<file path="config.mk">
export PLATFORM = sky130hd
export DESIGN_NAME = demux_striping_n
export DESIGN_NICKNAME = d
export VERILOG_FILES = /design/src/rtl/striping_pkg.sv /design/src/rtl/striping_lane_ptr.sv /design/src/rtl/demux_striping_n.sv
export SDC_FILE = /design/constraint.sdc
export NUM_CORES = 1
export LEC_CHECK = 0
export CAP_MARGIN = 0
export CORE_ASPECT_RATIO = 0.8
export CORE_MARGIN = 2
export CORE_UTILIZATION = 60
export CTS_BUF_LIST = sky130_fd_sc_hd__clkbuf_2 sky130_fd_sc_hd__clkbuf_4 sky130_fd_sc_hd__clkbuf_8
export CTS_CLUSTER_SIZE = 8
export DETAILED_ROUTE_END_ITERATION = 10
export PLACE_DENSITY = 0.95
export SLEW_MARGIN = 10
export SYNTH_ARGS = -nofsm -noshare
export SYNTH_HDL_FRONTEND = slang
export SYNTH_HIERARCHICAL = 1
export SYNTH_SLANG_ARGS = --single-unit
</file>
<file path="constraint.sdc">
create_clock -name clk_2f -period 7.67 [get_ports clk_2f]
set_input_delay 0.767 -clock clk_2f [delete_from_list [all_inputs] [get_ports clk_2f]]
set_output_delay 0.767 -clock clk_2f [all_outputs]
set_load 0.03 [all_outputs]
</file>
<file path="src/rtl/striping_pkg.sv">
// Shared definitions for the lane-striping demultiplexer: group counter width,
// lane-count decode with illegal-value fallback, and flat-bus slice indexing.
package striping_pkg;

    localparam int GROUP_CNT_W = 16;

    // Legal lane counts are nonzero powers of two not exceeding the physical lane count.
    function automatic logic [31:0] decode_lanes(input logic [31:0] lanes_active,
                                                 input logic [31:0] num_lanes);
        if ((lanes_active != 32'd0) &&
            ((lanes_active & (lanes_active - 32'd1)) == 32'd0) &&
            (lanes_active <= num_lanes)) begin
            return lanes_active;
        end
        return num_lanes;
    endfunction

    function automatic int unsigned lane_lsb(input int unsigned lane,
                                             input int unsigned width);
        return lane * width;
    endfunction

endpackage

</file>
<file path="src/rtl/striping_lane_ptr.sv">
// Lane slot pointer: wraps at the effective lane count and latches the lane
// configuration so that a change only lands on a group boundary.
module striping_lane_ptr
    import striping_pkg::*;
#(
    parameter int NUM_LANES = 4,
    parameter int PTR_W     = 2
) (
    input  logic             clk_2f,
    input  logic             reset,
    input  logic [PTR_W:0]   lanes_active_i,
    input  logic             valid_i,
    output logic [PTR_W-1:0] ptr_o,
    output logic [PTR_W:0]   act_o,
    output logic             last_slot_o,
    output logic             at_zero_o
);

    localparam int ACT_W = PTR_W + 1;

    logic [PTR_W-1:0] ptr_q;
    logic [PTR_W-1:0] ptr_d;
    logic [ACT_W-1:0] act_q;
    logic [ACT_W-1:0] act;
    logic [31:0]      lanes_ext;

    assign lanes_ext = 32'(lanes_active_i);
    assign at_zero_o = (ptr_q == '0);

    // Mid-group the latched count is used, so a new request waits for slot 0.
    assign act = at_zero_o ? ACT_W'(decode_lanes(lanes_ext, 32'(NUM_LANES))) : act_q;

    assign last_slot_o = ({1'b0, ptr_q} == (act - ACT_W'(1)));
    assign ptr_o       = ptr_q;
    assign act_o       = act;

    // NOTE: every always_comb output gets a default first so no path can infer a latch.
    always_comb begin
        ptr_d = '0;
        if (valid_i && !last_slot_o) begin
            ptr_d = ptr_q + PTR_W'(1);
        end
    end

    // NOTE: state is updated with non-blocking assignments so all registers see pre-edge values.
    always_ff @(posedge clk_2f) begin
        if (reset) begin
            ptr_q <= '0;
            act_q <= ACT_W'(NUM_LANES);
        end else begin
            ptr_q <= ptr_d;
            act_q <= act;
        end
    end

endmodule

</file>
<file path="src/rtl/demux_striping_n.sv">
// Round-robin word striper: stages words per lane and presents a whole group
// on all active lanes at once, flushing partial groups on an idle cycle.
module demux_striping_n
    import striping_pkg::*;
#(
    parameter  int DATA_WIDTH = 32,
    parameter  int NUM_LANES  = 4,
    localparam int PTR_W      = (NUM_LANES > 1) ? $clog2(NUM_LANES) : 1
) (
    input  logic                            clk_2f,
    input  logic                            reset,
    input  logic [DATA_WIDTH-1:0]           data_input,
    input  logic                            valid_in,
    input  logic [PTR_W:0]                  lanes_active,
    output logic [NUM_LANES*DATA_WIDTH-1:0] lane_data,
    output logic [NUM_LANES-1:0]            valid_out,
    output logic [GROUP_CNT_W-1:0]          groups_sent
);

    logic [PTR_W-1:0] ptr;
    logic [PTR_W:0]   act;
    logic             last_slot;
    logic             at_zero;

    striping_lane_ptr #(
        .NUM_LANES (NUM_LANES),
        .PTR_W     (PTR_W)
    ) u_lane_ptr (
        .clk_2f         (clk_2f),
        .reset          (reset),
        .lanes_active_i (lanes_active),
        .valid_i        (valid_in),
        .ptr_o          (ptr),
        .act_o          (act),
        .last_slot_o    (last_slot),
        .at_zero_o      (at_zero)
    );

    logic [DATA_WIDTH-1:0]           stage_q [NUM_LANES];
    logic [DATA_WIDTH-1:0]           stage_d [NUM_LANES];
    logic [NUM_LANES-1:0]            stage_v_q;
    logic [NUM_LANES-1:0]            stage_v_d;
    logic [NUM_LANES*DATA_WIDTH-1:0] lane_data_q;
    logic [NUM_LANES*DATA_WIDTH-1:0] lane_data_d;
    logic [NUM_LANES-1:0]            valid_out_q;
    logic [NUM_LANES-1:0]            valid_out_d;
    logic [GROUP_CNT_W-1:0]          groups_q;
    logic [GROUP_CNT_W-1:0]          groups_d;

    logic emit_full;
    logic emit_flush;

    assign emit_full  = valid_in && last_slot;
    assign emit_flush = !valid_in && !at_zero;

    always_comb begin
        stage_d     = stage_q;
        stage_v_d   = stage_v_q;
        lane_data_d = lane_data_q;
        valid_out_d = '0;
        groups_d    = groups_q;

        if (valid_in) begin
            stage_d[ptr]   = data_input;
            stage_v_d[ptr] = 1'b1;
        end

        if (emit_full) begin
            // The closing word bypasses staging so the group leaves on this edge.
            for (int i = 0; i < NUM_LANES; i++) begin
                if (i == int'(ptr)) begin
                    lane_data_d[lane_lsb(i, DATA_WIDTH) +: DATA_WIDTH] = data_input;
                end else if (i < int'(act)) begin
                    lane_data_d[lane_lsb(i, DATA_WIDTH) +: DATA_WIDTH] = stage_q[i];
                end else begin
                    lane_data_d[lane_lsb(i, DATA_WIDTH) +: DATA_WIDTH] = '0;
                end
                valid_out_d[i] = (i < int'(act));
            end
            stage_v_d = '0;
            groups_d  = groups_q + GROUP_CNT_W'(1);
        end else if (emit_flush) begin
            for (int i = 0; i < NUM_LANES; i++) begin
                lane_data_d[lane_lsb(i, DATA_WIDTH) +: DATA_WIDTH] =
                    stage_v_q[i] ? stage_q[i] : '0;
            end
            valid_out_d = stage_v_q;
            stage_v_d   = '0;
            groups_d    = groups_q + GROUP_CNT_W'(1);
        end
    end

    // NOTE: the staging array is reset explicitly so no stale word can ever reach a lane.
    always_ff @(posedge clk_2f) begin
        if (reset) begin
            for (int i = 0; i < NUM_LANES; i++) begin
                stage_q[i] <= '0;
            end
            stage_v_q   <= '0;
            lane_data_q <= '0;
            valid_out_q <= '0;
            groups_q    <= '0;
        end else begin
            stage_q     <= stage_d;
            stage_v_q   <= stage_v_d;
            lane_data_q <= lane_data_d;
            valid_out_q <= valid_out_d;
            groups_q    <= groups_d;
        end
    end

    assign lane_data   = lane_data_q;
    assign valid_out   = valid_out_q;
    assign groups_sent = groups_q;

endmodule

</file>
# == Word-level counts from Yosys, hierarchy flattened ==
# Cells that the tools add are included.
# totals
word_cells,75
out_inout_bits,148
ff_bits,285
input_bits,38
# op_classes
n_lt_le_gt_ge,9
n_mux,27
n_reduce_logical,17
addsub,4
bitwise_logic,4
n_eq_ne,4
# op_table
cell,n
$mux W32,13
$mux W128,2
$bwmux W128,1
$demux W32 S2,1
$and A3 B32 Y32,1
$logic_not A32 Y1,1
$mux W16,2
$reduce_bool A32 Y1,1
$add A16 B1 Y16 const B,1
$mux W3,3
$mux W4,2
$logic_and A1 B1 Y1,7
$lt A1 B3 Y1 const A,2
$lt A2 B3 Y1 const A,2
$eq A2 B2 Y1 const A,2
$logic_not A2 Y1,2
$or A4 B4 Y4,1
$sub A3 B1 Y4 const B,1
$eq A2 B3 Y1,1
$ge A3 B3 Y1 const B,1
$le A3 B3 Y1 const B,1
$logic_not A1 Y1,3
$lt A2 B3 Y1 const B,1
$lt A3 B1 Y1 const B,1
11 further kinds,12

# == Depth between registers and ports, before layout ==
# Gate-level depths: netlist of run 1.
# logic_depth
word_depth,14
mapped_depth,15
mapped_depth_nobuf,11

# == Cells and area by module ==
# Netlist of run 1, hierarchy kept.
# modules_own_cells
mod,seq_area_each_um2,cells_per_inst,n_inst,area_per_inst_um2
demux_striping_n,5605.4,1406,1,11404.7
striping_lane_ptr,100.1,32,1,289.0

# == Worst setup path before layout of run 1 ==
# OpenSTA, ideal clock, no wires.
# synth_path
kind,input to register
startpoint,in lanes_active[2]
endpoint,reg groups_q[10] (netlist: groups_sent[10])
cell_stages,11
setup_ns,0.070
path_slack_ns,4.363
path_buffers,2
t_arrival_ns,3.237
t_required_ns,7.600
path_cell_list,and2b_4 -> a32oi_1 -> ha_1 -> xor2_1 -> and3_1 -> nor2b_1 -> buf_6 -> or4_1 -> clkbuf_1 -> or3_1 -> a21oi_1
# synth_via
elab_chain_len,12
elab_cells_between_ends,16
classes_between,add/sub (2); order compare (1); eq/ne (1); mux (5); bitwise (1); reduce/logical (6)
# synth_rtl
element,line_no,text
"start, declared",demux_striping_n.sv:14,"input logic [PTR_W:0] lanes_active,"
$sub A3 B1 Y4,striping_pkg.sv:11,((lanes_active & (lanes_active - 32'd1)) == 32'd0) &&
$and A3 B32 Y32,striping_pkg.sv:11,
$logic_not A32 Y1,striping_pkg.sv:11,
$logic_and A1 B1 Y1,striping_pkg.sv:10,if ((lanes_active != 32'd0) &&
$logic_and A1 B1 Y1,striping_pkg.sv:11,
$mux W1,striping_pkg.sv:10,
$mux W3 (*),striping_pkg.sv:15,return num_lanes;
$mux W3 (*),striping_lane_ptr.sv:31,"assign act = at_zero_o ? ACT_W'(decode_lanes(lanes_ext, 32'(NUM_LANES))) : act_q;"
$sub A3 B1 Y3 (*),striping_lane_ptr.sv:33,"assign last_slot_o = ({1'b0, ptr_q} == (act - ACT_W'(1)));"
$eq A2 B3 Y1 (*),striping_lane_ptr.sv:33,
named net last_slot,demux_striping_n.sv:22,logic last_slot;
$logic_and A1 B1 Y1 (*),demux_striping_n.sv:53,assign emit_full = valid_in && last_slot;
$mux W16 or $reduce_bool A2 Y1 (tied branches),-,
"end signal, assigned",demux_striping_n.sv:108,groups_q <= groups_d;
"end, declared",demux_striping_n.sv:47,logic [GROUP_CNT_W-1:0] groups_q;
# Mark *: on every way through the listed nets, which the timed path passes. The rest lies on a longest branch. The select of a mux whose other input is x is not followed.
# A chain may end at the register's enable or synchronous reset.

# == Worst setup path after layout of run 1 ==
# layout_path
startpoint,reg u_lane_ptr.ptr_q[0] (netlist: u_lane_ptr/ptr_o[0])
endpoint,reg lane_data_q[119] (netlist: lane_data[119])
# layout_via
elab_chain_len,6
elab_cells_between_ends,13
classes_between,add/sub (1); order compare (1); eq/ne (2); mux (4); reduce/logical (5)
# layout_rtl
element,line_no,text
"start, declared",striping_lane_ptr.sv:21,logic [PTR_W-1:0] ptr_q;
"start signal, assigned",striping_lane_ptr.sv:51,ptr_q <= ptr_d;
$logic_not A2 Y1 (*),striping_lane_ptr.sv:28,assign at_zero_o = (ptr_q == '0);
named net at_zero,demux_striping_n.sv:23,logic at_zero;
$mux W3 (*),striping_lane_ptr.sv:31,
$sub A3 B1 Y3 (*),striping_lane_ptr.sv:33,
$eq A2 B3 Y1 (*),striping_lane_ptr.sv:33,
named net last_slot,demux_striping_n.sv:22,
$logic_and A1 B1 Y1 (*),demux_striping_n.sv:53,
$mux W128 or $reduce_bool A2 Y1 (tied branches),-,
"end signal, assigned",demux_striping_n.sv:106,lane_data_q <= lane_data_d;
"end, declared",demux_striping_n.sv:43,logic [NUM_LANES*DATA_WIDTH-1:0] lane_data_q;
# Mark *: on every way through the listed nets, which the timed path passes. The rest lies on a longest branch.

==> results of run 1 <==
[cell families (layout without fill, tap and decap cells)]
kind of cell    after synthesis  count (layout)  share of synthesized area (%)
simple gates                585             585                           20.6
buf+inv                     173             275                           5.84
mux                           3               3                          0.289
fa+ha+maj                     3               3                          0.321
flops                       285             285                           48.8
compound gates              378             378                           23.3
xor+xnor                     11              11                          0.824
[power groups by stage]
stage | combinational (uW) | sequential (uW) | clock (uW)
CTS | 479 | 1610 | 1210
floorplan | 205 | 1720 | 0
detailed placement | 476 | 1640 | 0
global route | 513 | 1620 | 1280
global placement | 462 | 1640 | 0
finish | 484 | 1610 | 1210
[area by class of cell]
cell class / count / area, um2 / area share [%]
Sequential cell: 285 / 5710 / 40.2
Inverter: 9 / 33.8 / 0.238
Clock buffer: 63 / 779 / 5.50
Tap cell: 258 / 323 / 2.28
Clock inverter: 3 / 21.3 / 0.150
Timing Repair Buffer: 200 / 1970 / 13.9
Multi-Input combinational cell: 980 / 5350 / 37.7
[per-layer routing]
layer	GRT usage, %	vias up	part of all wire (%)
met4	15.3	0	3.8
li1	-	5217	-
met1	44.6	5485	38
met5	0	-	0
met3	7.41	108	13
met2	52.8	814	45
[cell usage in the layout, fill, tap and decap left out, drive strengths merged, types with 15 or more instances in the layout]
| cell | Yosys | final |
|---|---|---|
| a32oi | 52 | 52 |
| clkbuf | 138 | 64 |
| nand2 | 349 | 349 |
| nor3 | 36 | 36 |
| nor2 | 142 | 142 |
| a311oi | 81 | 81 |
| a22oi | 37 | 37 |
| buf | 26 | 15 |
| dfxtp | 285 | 285 |
| a221oi | 32 | 32 |
| a21oi | 143 | 143 |
| clkdlybuf4s50 | 0 | 184 |
[final timing paths]
path	startpoint	end	slack (ns)	cells after the start
max	u_lane_ptr/ptr_o[0]	lane_data[119]	3.07	12
min	stage_q[102]	lane_data[6]	0.45	1
max reg2reg	u_lane_ptr/ptr_o[0]	lane_data[119]	3.07	12
min reg2reg	stage_q[102]	lane_data[6]	0.45	1
[registers in the layout, indices dropped and copies added, names as in the netlist]
signal,cells
u_lane_ptr/ptr_o,2
groups_sent,16
stage_v_q,4
stage_q,128
valid_out,4
lane_data,128
u_lane_ptr/act_q,3
[metrics by stage]
step / instances / util (%)
after floorplan: 1438 / -
after global placement: 1732 / 70.3
after detailed placement: 1732 / 70.3
after CTS: 1798 / 74.5
after global routing: 1798 / 74.5
final: 1798 / 74.5
==> impl_metrics.yaml, run 1 <==
min_path:
  hp-class: "flop to flop"
layout:
  design_area_mm2: 0.0142
  layout-drive-gt1-share_pct: 6.62
  num-fill-cells: 1335
  syn2layout_area_growth_pct: 21.2
  n_antenna_cell: 0
  nets: 1561
yosys:
  async_reset_ff_share_pct: 0
  yosysMostFrequentCell: "nand2_1"
  avgSynthCellArea_um2: 8.13
  seq_area_frac_synth_pct: 48.8
  synth_area_mm2: 0.0117
  synthTopCellsByCount: "nand2_1 (349), dfxtp_1 (285), a21oi_1 (142), nor2_1 (142), clkbuf_1 (138)"
  synthCells: 1438
  synth_top_area_share_pct: 48.8
  synthTopCellsByArea: "dfxtp_1 (49%), nand2_1 (11%), a21oi_1 (6.1%)"
  synth_seq_cells: 285
  synth_edf_count: 0
  yosys_warnings: 6
  yosys.cell_types.count: 55
  yosys.area.top_type: "dfxtp_1"
  syn_nets: 1479
  synth_ff_type: "dfxtp_1"
timing:
  hold_viol_final: 0
  worst_pin_slew_ns: 1.26
  fin_crit_sh_pct: 60.0
  fmax_ghz: 0.217
  relSlewSlack_pct: 15.9
  finalHoldWorstSlack_ns: 0.454
  rsz0062_at_grt: "false"
  fin_tns_setup_ns: 0
  finalSetupViolCount: 0
  fin_crit_ns: 4.60
  slew_violations: 0
  fin_skew_ns: 0.0257
  fin_ws_ns: 3.07
power:
  seqPwrFrac_pct: 48.7
  combPwrFrac_pct: 14.6
  p_leak_uw: 0.00464
  switching_share_pct: 28.4
  ir_worst_vdd_mv: 0.163
  switchingPower_uw: 939
  total_power_uw: 3310
  p_clk_share_pct: 36.6
  p_per_area_mw_per_mm2: 233
  internal_power_uw: 2370
place:
  dpl_cell_area_mm2: 0.0134
  gp_congestion: 0.861
  io_buffers: 185
  dpl_worst_slack_ns: 3.00
  hpwl_um: 22300
critical_path:
  crit_required_ns: 8.11
  crit_family: "simple AND/OR/NAND/NOR gates"
  cp_cell_sequence: "inv_1, ha_1, and2b_4, a32oi_1, ha_1, xor2_1, and3_1, nor2b_1, nor2_4, buf_4, nor2_1, a311oi_1"
  critPathCaptureType: "flop"
  cp.buffers_inverters: 2
  cp-start-kind: "flop"
  path_common_cell: "ha_1"
  cpMaxStageDelayCell: "buf_4"
  cp.arrival_ns: 5.04
  cpPeakStageDelay_ns: 0.82
  worstSetupPathType: "flop to flop"
  cp_max_fo: 94
clock_network:
  cts_tree: "yes"
  cts.path.max_buffers: 3
  clk_latency_ns: 0.57
  cts.clk_slew.worst_paths_ns: 0.06
  post_cts_buffers: 0
  h-tree-depth: 2
  root_buffer: "clkbuf_8"
  post_cts_resized: 0
  clkSinkCount: 285
  cts_hold_buffers: 0
  cts_buffers: 44
global_route:
  grt_overflow: 0
  antenna_found_initial: 1
  grt_pass1_vias: 10600
  grt_use_total_pct: 33.5
  grt_pass1_wl_um: 55600
  grt_max_degree: 121
floorplanning:
  coreArea_mm2: 0.0190
  placement_rows: 45
  die_area_mm2: 0.0206
  die_w_um: 160
  start_util_pct: 61.4
  chipHeight_um: 129
  ios: 186
job:
  drv_cap: 0
route:
  via_count: 11600
  drc: 0
  totalWireLength_um: 36000
  drt.antenna.violating_nets: 0
  drt-vias-per-instance: 6.46
  drt_iter0_drc: 1605
  wl_per_cell_um: 20.0
  first_pass_iters: 5
status:
  status: "finished, final reports clean"
Note: power is estimated with default switching activity, not from simulation.
==> inputs of run 2 (changes only) <==
--- a/config.mk
+++ b/config.mk
@@ -8,11 +8,11 @@
 export CAP_MARGIN = 0
 export CORE_ASPECT_RATIO = 0.8
 export CORE_MARGIN = 2
-export CORE_UTILIZATION = 60
+export CORE_UTILIZATION = 56
 export CTS_BUF_LIST = sky130_fd_sc_hd__clkbuf_2 sky130_fd_sc_hd__clkbuf_4 sky130_fd_sc_hd__clkbuf_8
 export CTS_CLUSTER_SIZE = 8
 export DETAILED_ROUTE_END_ITERATION = 10
-export PLACE_DENSITY = 0.95
+export PLACE_DENSITY = 0.92
 export SLEW_MARGIN = 10
 export SYNTH_ARGS = -nofsm -noshare
 export SYNTH_HDL_FRONTEND = slang
==> constraint.sdc (replaced) <==
create_clock -name clk_2f -period 4.5 [get_ports clk_2f]
set_input_delay 0.45 -clock clk_2f [delete_from_list [all_inputs] [get_ports clk_2f]]
set_output_delay 0.45 -clock clk_2f [all_outputs]
set_load 0.03 [all_outputs]
==> impl_metrics.yaml, run 2 (synthesis results as in run 1) <==
clock_network:
  post_cts_buffers: 0
  post_cts_resized: 0
  cts_hold_buffers: 0
  cts_buffers: 44
  clkSinkCount: 285
  clk_latency_ns: 0.55
  cts.path.max_buffers: 3
  cts_tree: "yes"
  root_buffer: "clkbuf_8"
  cts.clk_slew.worst_paths_ns: 0.06
  h-tree-depth: 2
global_route:
  grt_max_degree: 149
  grt_pass1_vias: 10600
  grt_pass1_wl_um: 55700
  antenna_found_initial: 0
  grt_overflow: 0
  grt_use_total_pct: 31.7
timing:
  worst_pin_slew_ns: 1.28
  finalSetupViolCount: 0
  fin_crit_sh_pct: 95.1
  fin_ws_ns: 0.219
  rsz0062_at_grt: "false"
  fin_tns_setup_ns: 0
  fin_skew_ns: 0.0155
  fin_crit_ns: 4.28
  fmax_ghz: 0.234
  hold_viol_final: 0
  relSlewSlack_pct: 14.2
  slew_violations: 0
status:
  status: "finished, final reports clean"
layout:
  nets: 1569
  num-fill-cells: 1548
  layout-drive-gt1-share_pct: 7.04
  design_area_mm2: 0.0143
  n_antenna_cell: 0
  mostFrequentLayoutCells: "nand2_1 (348), dfxtp_1 (285), clkdlybuf4s50_1 (184), a21oi_1 (142), nor2_1 (140)"
  mostFrequentLayoutCell: "nand2_1"
  syn2layout_area_growth_pct: 22.0
  final_core_util_pct: 69.3
min_path:
  hp-class: "flop to flop"
  hold-path-cell-count: 2
  whs_endpoint: "stage_q[92]"
  min_from: "stage_q[92]"
route:
  drt_iter0_drc: 1727
  wl_per_cell_um: 19.9
  via_count: 11600
  first_pass_iters: 10
  totalWireLength_um: 36200
  drt.antenna.violating_nets: 0
  drt-vias-per-instance: 6.37
  drc: 0
place:
  gp_congestion: 0.849
  hpwl_um: 22300
  dpl_worst_slack_ns: 0.383
  io_buffers: 185
  dpl_cell_area_mm2: 0.0135
critical_path:
  cp-start-kind: "flop"
  r2r-start: "u_lane_ptr/ptr_o[0]"
  cp_max_fo: 24
  ff2ff_setup_slack_ns: 0.22
  crit_required_ns: 4.95
  cp.arrival_ns: 4.73
  ff2ff_path_depth: 12
  critPathCaptureType: "flop"
  worstSetupPathType: "flop to flop"
  r2r_end: "lane_data[46]"
job:
  drv_cap: 0
power:
  p_leak_uw: 0.00469
  ir_worst_vdd_mv: 0.240
  p_per_area_mw_per_mm2: 395
  total_power_uw: 5630
floorplanning:
  ios: 186
  die_area_mm2: 0.0221
  die_w_um: 166
  coreArea_mm2: 0.0206
  placement_rows: 47
  chipHeight_um: 133
  start_util_pct: 56.8
==> run 2: cell types whose count changed in the layout (fill, tap and decap cells not counted) <==
cell / delta
inv_6: -1
nor3_2: +1
nor3_4: -1
and3_2: -1
clkbuf_4: +2
buf_12: +2
clkinvlp_4: -1
buf_4: +6
and3_1: +1
==> run 2: critical path, cell delays in order (launching register included) <==
cell	delay (ns)
dfxtp_1	0.57
inv_1	0.12
ha_1	0.28
and2b_4	0.21
a32oi_1	0.35
ha_1	0.32
xor2_1	0.19
and3_1	0.26
nor2b_1	0.67
or2_2	0.61
buf_4	0.29
a221oi_1	0.08
nor3_1	0.23
==> run 2: metrics by stage <==
step / hold WS (ns) / cells
after global routing: 0.467 / 1817
after detailed placement: 0.447 / 1751
after CTS: 0.458 / 1817
after floorplan: 0.432 / 1438
final: 0.459 / 1817
after global placement: 0.438 / 1751
==> run 2: cell type report <==
type | count | area [um2] | share of cell area (%)
Inverter | 9 | 33.8 | 0.237
Multi-Input combinational cell | 980 | 5340 | 37.4
Tap cell | 269 | 337 | 2.36
Timing Repair Buffer | 208 | 2050 | 14.4
Clock buffer | 65 | 795 | 5.57
Clock inverter | 1 | 5.00 | 0.0351
Sequential cell | 285 | 5710 | 40.0
==> run 2: worst max-delay path by stage <==
stage	start	to	slack, ns	cells after the start
after global routing	u_lane_ptr/ptr_o[0]	lane_data[53]	0.03	12
after global placement	lanes_active[2]	lane_data[95]	0.59	10
after CTS	u_lane_ptr/ptr_o[0]	lane_data[46]	0.33	12
final	u_lane_ptr/ptr_o[0]	lane_data[46]	0.22	12
after detailed placement	u_lane_ptr/ptr_o[0]	lane_data[56]	0.38	12
after floorplan	u_lane_ptr/ptr_o[0]	groups_sent[10]	1.32	13
==> run 2: power by group <==
part | leakage [uW] | switching, uW | total [uW] | internal, uW
clock | 0.000430 | 945 | 2050 | 1110
sequential | 0.00232 | 96.5 | 2740 | 2650
combinational | 0.00194 | 538 | 833 | 295
==> run 2: routing by layer <==
metal	up-vias	GRT usage, %	part of all wire [%]
met5	-	0	0
met4	0	12.1	3.2
met3	106	7.10	13
met2	755	47.6	45
met1	5488	44.7	39
li1	5229	-	-
==> inputs of run 3 (changes only) <==
--- a/config.mk
+++ b/config.mk
@@ -13,7 +13,6 @@
 export CTS_CLUSTER_SIZE = 8
 export DETAILED_ROUTE_END_ITERATION = 10
 export PLACE_DENSITY = 0.92
-export SLEW_MARGIN = 10
 export SYNTH_ARGS = -nofsm -noshare
 export SYNTH_HDL_FRONTEND = slang
 export SYNTH_HIERARCHICAL = 1
==> impl_metrics.yaml, run 3 (synthesis results as in run 1) <==
min_path:
  hp-class: "flop to flop"
floorplanning:
  die_w_um: 166
  die_area_mm2: 0.0221
  start_util_pct: 56.8
  chipHeight_um: 133
  ios: 186
  coreArea_mm2: 0.0206
  placement_rows: 47
job:
  drv_cap: 0
clock_network:
  root_buffer: "clkbuf_8"
  cts.path.max_buffers: 3
  post_cts_buffers: 0
  cts_hold_buffers: 0
  cts_tree: "yes"
  clkSinkCount: 285
  h-tree-depth: 2
  clk_latency_ns: 0.56
  cts_buffers: 44
  cts.clk_slew.worst_paths_ns: 0.06
  post_cts_resized: 0
layout:
  mostFrequentLayoutCells: "nand2_1 (348), dfxtp_1 (285), clkdlybuf4s50_1 (184), a21oi_1 (142), nor2_1 (140)"
  n_antenna_cell: 0
  syn2layout_area_growth_pct: 22.0
  mostFrequentLayoutCell: "nand2_1"
  nets: 1569
  layout-drive-gt1-share_pct: 6.98
  design_area_mm2: 0.0143
  num-fill-cells: 1548
route:
  drt_iter0_drc: 1592
  totalWireLength_um: 36100
  via_count: 11500
  drc: 0
  drt-vias-per-instance: 6.33
  wl_per_cell_um: 19.8
  first_pass_iters: 6
  drt.antenna.violating_nets: 0
global_route:
  grt_max_degree: 149
  grt_use_total_pct: 31.7
  antenna_found_initial: 0
  grt_pass1_wl_um: 55700
  globalRouteMet1Util_pct: 44.7
  grt_use_met3_pct: 7.10
  busiest_layer: "met2"
  grtUsageMet2_pct: 47.6
  grt_overflow: 0
  grt_pass1_vias: 10600
place:
  gp_congestion: 0.849
  io_buffers: 185
  dpl_cell_area_mm2: 0.0135
  hpwl_um: 22300
timing:
  fin_tns_setup_ns: 0
  fin_crit_ns: 4.26
  finalHoldWorstSlack_ns: 0.457
  worst_pin_slew_ns: 1.30
  slew_violations: 0
  fmax_ghz: 0.235
  finalSetupViolCount: 0
  hold_viol_final: 0
  rsz0062_at_grt: "false"
  relSlewSlack_pct: 13.5
  fin_skew_ns: 0.0201
  fin_crit_sh_pct: 94.6
power:
  total_power_uw: 5630
  p_per_area_mw_per_mm2: 395
  p_leak_uw: 0.00469
  ir_worst_vdd_mv: 0.240
critical_path:
  cpPeakStageDelay_ns: 0.68
  cp_max_fo: 24
  cp_cell_sequence: "inv_1, ha_1, and2b_4, a32oi_1, ha_1, xor2_1, and3_1, nor2b_1, or2_2, buf_4, a221oi_1, nor3_1"
  cpMaxStageDelayCell: "nor2b_1"
  cp.arrival_ns: 4.71
  crit_required_ns: 4.95
  crit_family: "simple AND/OR/NAND/NOR gates"
  critPathCaptureType: "flop"
  cp-start-kind: "flop"
  worstSetupPathType: "flop to flop"
  path_common_cell: "ha_1"
  cp.buffers_inverters: 2
status:
  status: "finished, final reports clean"
-- run 3: cell types whose count changed in the layout (fill, tap and decap cells not counted) --
cell	previous run	this run
and2_1	6	7
and2_2	1	0
-- run 3: area by class of cell --
class	instances	area, um2	share of cell area (%)
Sequential cell	285	5710	40.0
Clock buffer	65	795	5.57
Clock inverter	1	5.00	0.0351
Tap cell	269	337	2.36
Timing Repair Buffer	208	2050	14.4
Inverter	9	33.8	0.237
Multi-Input combinational cell	980	5340	37.4
-- run 3: metal layers --
layer / share of wire, % / vias up / wire (um)
met5: 0 / - / 0
met4: 3.2 / 0 / 1140
met3: 13 / 107 / 4630
met2: 45 / 737 / 16100
met1: 39 / 5433 / 14200
li1: - / 5232 / -
-- run 3: where the power goes --
| group | internal, uW | total, uW | leakage, uW | switching, uW |
|---|---|---|---|---|
| Sequential | 2650 | 2740 | 0.00232 | 95.7 |
| Clock | 1110 | 2050 | 0.000430 | 944 |
| Combinational | 296 | 834 | 0.00194 | 539 |
| Total | 4050 | 5630 | 0.00469 | 1580 |
-- run 3: worst register-to-register path: stages, from the launching register on --
cell	delay (ns)
dfxtp_1	0.56
inv_1	0.13
ha_1	0.28
and2b_4	0.21
a32oi_1	0.34
ha_1	0.31
xor2_1	0.19
and3_1	0.24
nor2b_1	0.68
or2_2	0.61
buf_4	0.31
a221oi_1	0.07
nor3_1	0.23
-- run 3: stage by stage --
stage / cells / setup slack, ns / utilization, %
6_report: 1817 / 0.245 / 69.3
3_5_place_dp: 1751 / 0.383 / 65.4
2_1_floorplan: 1438 / 1.32 / -
5_1_grt: 1817 / 0.0317 / 69.3
3_3_place_gp: 1751 / 0.587 / 65.4
4_1_cts: 1817 / 0.325 / 69.3
-- run 3: final timing paths --
| check | startpoint | endpoint | slack, ns | depth (start not counted) |
|---|---|---|---|---|
| min | stage_q[102] | lane_data[6] | 0.46 | 1 |
| max | u_lane_ptr/ptr_o[0] | lane_data[56] | 0.24 | 12 |
| max reg2reg | u_lane_ptr/ptr_o[0] | lane_data[56] | 0.24 | 12 |
| min reg2reg | stage_q[102] | lane_data[6] | 0.46 | 1 |
